===== config.mk =====
export PLATFORM = sky130hd
export DESIGN_NAME = mem_port_arbiter
export DESIGN_NICKNAME = d
export VERILOG_FILES = /design/src/rtl/mem_port_arbiter.sv
export SDC_FILE = /design/constraint.sdc
export NUM_CORES = 1
export LEC_CHECK = 0
export ABC_AREA = 1
export CAP_MARGIN = 20
export CORE_MARGIN = 2
export CORE_UTILIZATION = 31
export DETAILED_ROUTE_END_ITERATION = 16
export GPL_TIMING_DRIVEN = 0
export PLACE_DENSITY = 0.78
export REMOVE_ABC_BUFFERS = 1
export SLEW_MARGIN = 5
export SYNTH_ARGS = -nofsm -noshare
export SYNTH_HDL_FRONTEND = slang
export SYNTH_SLANG_ARGS = --single-unit

===== constraint.sdc =====
create_clock -name clk -period 1.4 [get_ports clk]
set_clock_uncertainty 0.05 [all_clocks]
set_input_delay 0.21 -clock clk [delete_from_list [all_inputs] [get_ports clk]]
set_output_delay 0.21 -clock clk [all_outputs]
set_load 0.01 [all_outputs]

===== src/rtl/mem_port_arbiter.sv =====
// Single-port memory arbiter for the 5-stage RV32I pipeline.
// Shares one instruction/data memory port between IF fetches and MEM loads/stores.
// A pending data access always wins over a fetch because the MEM-stage instruction is older.
// Fetches invalidated by a branch/jump flush are completed on the bus but not reported.
`timescale 1ns/1ps
module mem_port_arbiter #(
    parameter int ADDR_W = 32,
    parameter int DATA_W = 32
) (
    input  logic                  clk,
    input  logic                  rst_n,
    input  logic                  if_req,
    input  logic [ADDR_W-1:0]     if_addr,
    output logic [DATA_W-1:0]     if_rdata,
    output logic                  if_valid,
    input  logic                  flush,
    input  logic                  d_req,
    input  logic                  d_we,
    input  logic [ADDR_W-1:0]     d_addr,
    input  logic [DATA_W-1:0]     d_wdata,
    input  logic [DATA_W/8-1:0]   d_wstrb,
    output logic [DATA_W-1:0]     d_rdata,
    output logic                  d_done,
    output logic                  mem_req,
    output logic                  mem_we,
    output logic [ADDR_W-1:0]     mem_addr,
    output logic [DATA_W-1:0]     mem_wdata,
    output logic [DATA_W/8-1:0]   mem_wstrb,
    input  logic                  mem_ready,
    input  logic                  mem_rvalid,
    input  logic [DATA_W-1:0]     mem_rdata,
    output logic                  stall_if,
    output logic                  stall_mem
);
    localparam int STRB_W = DATA_W / 8;

    typedef enum logic [1:0] {
        S_IDLE = 2'd0,
        S_REQ  = 2'd1,
        S_WAIT = 2'd2
    } state_t;

    localparam logic OWNER_IF = 1'b0;
    localparam logic OWNER_D  = 1'b1;

    state_t              state_q, state_d;
    logic                owner_q, owner_d;
    logic                drop_q, drop_d;
    logic                mem_req_q, mem_req_d;
    logic                mem_we_q, mem_we_d;
    logic [ADDR_W-1:0]   mem_addr_q, mem_addr_d;
    logic [DATA_W-1:0]   mem_wdata_q, mem_wdata_d;
    logic [STRB_W-1:0]   mem_wstrb_q, mem_wstrb_d;

    logic                store_commit;
    logic                rd_return;

    // Completion pulses: stores finish on acceptance, loads/fetches on read data return
    always_comb begin
        store_commit = (state_q == S_REQ) && mem_ready && mem_we_q;
        rd_return    = (state_q == S_WAIT) && mem_rvalid;
        d_done       = store_commit || (rd_return && (owner_q == OWNER_D));
        // A flush in the return cycle itself also kills the fetch result
        if_valid     = rd_return && (owner_q == OWNER_IF) && !drop_q && !flush;
        if_rdata     = mem_rdata;
        d_rdata      = mem_rdata;
        stall_mem    = d_req && !d_done;
        stall_if     = (if_req && !if_valid) || stall_mem;
        mem_req      = mem_req_q;
        mem_we       = mem_we_q;
        mem_addr     = mem_addr_q;
        mem_wdata    = mem_wdata_q;
        mem_wstrb    = mem_wstrb_q;
    end

    // Next-state logic for the IDLE/REQ/WAIT sequencer and its registered bus outputs
    always_comb begin
        state_d     = state_q;
        owner_d     = owner_q;
        drop_d      = drop_q;
        mem_req_d   = mem_req_q;
        mem_we_d    = mem_we_q;
        mem_addr_d  = mem_addr_q;
        mem_wdata_d = mem_wdata_q;
        mem_wstrb_d = mem_wstrb_q;
        unique case (state_q)
            S_IDLE: begin
                drop_d = 1'b0;
                if (d_req) begin
                    owner_d     = OWNER_D;
                    mem_req_d   = 1'b1;
                    mem_we_d    = d_we;
                    mem_addr_d  = d_addr;
                    mem_wdata_d = d_wdata;
                    mem_wstrb_d = d_wstrb;
                    state_d     = S_REQ;
                end else if (if_req && !flush) begin
                    // A fetch in a flush cycle carries a stale PC, so it is not issued
                    owner_d    = OWNER_IF;
                    mem_req_d  = 1'b1;
                    mem_we_d   = 1'b0;
                    mem_addr_d = if_addr;
                    state_d    = S_REQ;
                end
            end
            S_REQ: begin
                if (flush && (owner_q == OWNER_IF)) begin
                    drop_d = 1'b1;
                end
                if (mem_ready) begin
                    mem_req_d = 1'b0;
                    if (mem_we_q) begin
                        drop_d  = 1'b0;
                        state_d = S_IDLE;
                    end else begin
                        state_d = S_WAIT;
                    end
                end
            end
            S_WAIT: begin
                if (mem_rvalid) begin
                    drop_d  = 1'b0;
                    state_d = S_IDLE;
                end else if (flush && (owner_q == OWNER_IF)) begin
                    drop_d = 1'b1;
                end
            end
            default: begin
                state_d   = S_IDLE;
                mem_req_d = 1'b0;
                drop_d    = 1'b0;
            end
        endcase
    end

    // State and registered memory-side outputs; reset abandons any transaction in flight
    always_ff @(posedge clk) begin
        if (!rst_n) begin
            state_q     <= S_IDLE;
            owner_q     <= OWNER_IF;
            drop_q      <= 1'b0;
            mem_req_q   <= 1'b0;
            mem_we_q    <= 1'b0;
            mem_addr_q  <= '0;
            mem_wdata_q <= '0;
            mem_wstrb_q <= '0;
        end else begin
            state_q     <= state_d;
            owner_q     <= owner_d;
            drop_q      <= drop_d;
            mem_req_q   <= mem_req_d;
            mem_we_q    <= mem_we_d;
            mem_addr_q  <= mem_addr_d;
            mem_wdata_q <= mem_wdata_d;
            mem_wstrb_q <= mem_wstrb_d;
        end
    end

endmodule


==> impl_metrics.json <==
{
  "critPathMaxFanout": 3,
  "start_util_pct": 31.4,
  "grtUsageTotal_pct": 21.2,
  "fin_total_pwr_mw": 11.0,
  "synth_top_family_by_area": "simple AND/OR/NAND/NOR gates",
  "clock_path_buffers": 2,
  "ys_ff_latch": 74,
  "drc_errors": 0,
  "switching_share_pct": 35.9,
  "power.switching_mw": 3.94,
  "synthArstFlopShare_pct": 0,
  "synth-simple-area-share_pct": 28.5,
  "root_buffer": "clkbuf_16",
  "std_cell_rows": 40,
  "cts_tree": "done",
  "clk_latency_ns": 0.32,
  "cts-buffers-inserted": 9,
  "gp_congestion": 0.751,
  "path_cells": "inv_4, ha_4, nand2_4, nor2_4, nand3_2, nand2_1, o21ai_1, buf_2",
  "drt_first_pass_iters": 4,
  "grt_max_degree": 40,
  "netlist_top_cells_count": "nand2_1, nor2_1, dfxtp_1, buf_4, nand3_1",
  "synth_ff_type": "dfxtp_1",
  "clk_pin_slew_ns": 0.06,
  "drv_cap": 0,
  "synth-adder-area-share_pct": 1.34,
  "finalCriticalPeriod_ns": 1.64,
  "fin_nets": 800,
  "synth_xor_xnor_area_share_pct": 0,
  "grt_overflow_total": 0,
  "power.internal_mw": 7.04,
  "grt_first_pass_wirelength_mm": 20.6,
  "diodes": 0,
  "ir_worst_vdd_v": 0.000772,
  "timing.final.crit_share_pct": 117,
  "via_count": 3824,
  "timing.final.ws_setup_ns": -0.244,
  "netlist_area_um2": 3740,
  "hold_path.class": "input port to output pin",
  "crit_buf_inv": 2,
  "ctsHtreeMaxLevel": 3,
  "synth-compound-area-share_pct": 10.0,
  "finish.utilization_pct": 50.3,
  "cp.required_ns": 1.14,
  "syn_avg_cell_area_um2": 7.02,
  "detail_route.wl_per_cell_um": 17.3,
  "synth_area_leader_cell": "dfxtp_1",
  "io_pins": 278,
  "drt-initial-drc-count": 173,
  "yosysTopAreaCellShare_pct": 39.6,
  "violations": "negative setup slack",
  "synth_warnings": 0,
  "area_growth_syn_to_layout_pct": 60.0,
  "vias_per_cell": 4.73,
  "grt_pass1_vias": 3710,
  "synthMuxAreaShare_pct": 0,
  "reg2reg_slack_ns": -0.15,
  "tightest_slew_ns": 0.602,
  "crit_path_end_kind": "output pin",
  "dpl.hpwl_mm": 8.74,
  "slowest_stage": "dfxtp_4",
  "routed_wl_mm": 14.0,
  "worstSetupStartpointType": "flop",
  "synthCells": 533,
  "antenna_found_initial": 0,
  "setup_violations": 77,
  "synth_area_leaders": "dfxtp_1, buf_4, nand2_1, nor2_1, nand3_1",
  "seq_area_frac_synth_pct": 39.6,
  "fin_tns_setup_ns": -8.09,
  "port_buffers": 181,
  "cp_top_family": "flip-flops",
  "cts.sinks": 74,
  "drv_slew": 0,
  "p_per_area_nw_per_um2": 1830,
  "hold_viol": 0,
  "core_um2": 11900,
  "max_clock_freq_mhz": 608,
  "die_area_um2": 13000,
  "pwr-share-seq_pct": 27.1,
  "antenna_left": 0,
  "die_w_um": 114,
  "p_leak_nw": 2.74,
  "yosys.cell_count.top_type": "nand2_1",
  "critical_path_class": "flop to output pin",
  "crit_arrival_ns": 1.38,
  "rsz0062_at_grt": "yes",
  "drive_above_1_share_pct": 16.5,
  "status": "finished with violations",
  "slowest_delay_ns": 0.36,
  "yosys.cell_types.count": 18,
  "synth_edf_count": 0,
  "p_clk_share_pct": 22.6,
  "die_h_um": 114,
  "maxSlewHeadroom_pct": 59.8,
  "power_frac_comb_pct": 50.3
}
==> final timing paths <==
path	cells after the start	start	end
hold reg to reg	2	mem_req$_SDFFE_PN0P_	mem_req$_SDFFE_PN0P_
setup / recovery	8	state_q[0]$_SDFFE_PN0P_	stall_if
setup reg to reg	8	state_q[0]$_SDFFE_PN0P_	mem_addr[2]$_SDFFE_PN0P_
hold / removal	0	mem_rdata[23]	d_rdata[23]
==> final cells by class <==
cell class              count  area (um^2)
inverters                  18         96.3
flip-flops and latches     74         1490
clock buffers              11          243
multi-input cells         352         1860
repair inverters            1         16.3
clock inverters             5         77.6
fillers                  1142         5920
repair buffers            200         2030
well taps                 147          184
==> power groups by stage <==
stage,sequential (mW),combinational [mW],clock (mW)
3_3_place_gp,2.91,3.40,0
4_1_cts,2.97,5.39,2.56
5_1_grt,3.05,5.99,2.65
3_5_place_dp,2.97,3.59,0
6_report,2.97,5.52,2.48
2_1_floorplan,3.21,1.49,0
==> cell families after synthesis <==
logic type,after synthesis
and+or+nand+nor,267
buffers and inverters,113
AOI/OAI and AO/OA,75
DFF,74
adders and majority gates,4
==> cells in the final DEF (no fill, tap or decap), types with 3 or more instances in the layout <==
master             n
buf_2              4
nand3_2           14
o21ai_0           26
nand2_1          129
clkdlybuf4s50_1  105
ha_4               3
buf_4              6
dfxtp_1           72
a21oi_2            8
buf_16             4
clkbuf_16          9
buf_6              4
o21ai_1           10
dlygate4sd2_1     71
nand2_2           13
inv_1             12
o21ai_2            3
nand2_8            8
nand3_1           25
nor2_1            72
nor2_2             9
a21oi_1           28
==> sequential cells by signal (all words and copies together) (netlist names) <==
register	flops
mem_addr	32
mem_wdata	32
mem_wstrb	4
state_q	2
drop_q	1
mem_req	1
mem_we	1
owner_q	1
==> layer usage <==
layer | track usage (%) | vias to the layer above | part of all wire (%)
li1 | - | 1873 | -
met1 | 24.5 | 1699 | 41
met2 | 30.7 | 234 | 42
met3 | 15.4 | 14 | 16
met4 | 5.20 | 4 | 0.80
met5 | 8.24 | - | 0.69
==> per-stage QoR <==
stage	cells	hold slack (ns)	setup slack [ns]	area, um^2
after floorplan	438	0.281	-0.909	3050
after global placement	766	0.370	-2.08	5050
after detailed placement	767	0.370	-1.35	5070
after CTS	806	0.370	-0.240	5900
after global routing	808	0.370	-0.340	5990
final	808	0.370	-0.244	5990
==> repair_timing <==
action | 4_1_cts | 5_1_grt
buffers inserted | 12 | 2
resized for setup | 167 | 21
endpoints found under the setup margin | 147 | 77
cloned | 11 | 0
pin swaps | 28 | 10
hold buffers | 0 | 0
No activity file was read; power rests on OpenSTA's default activity.
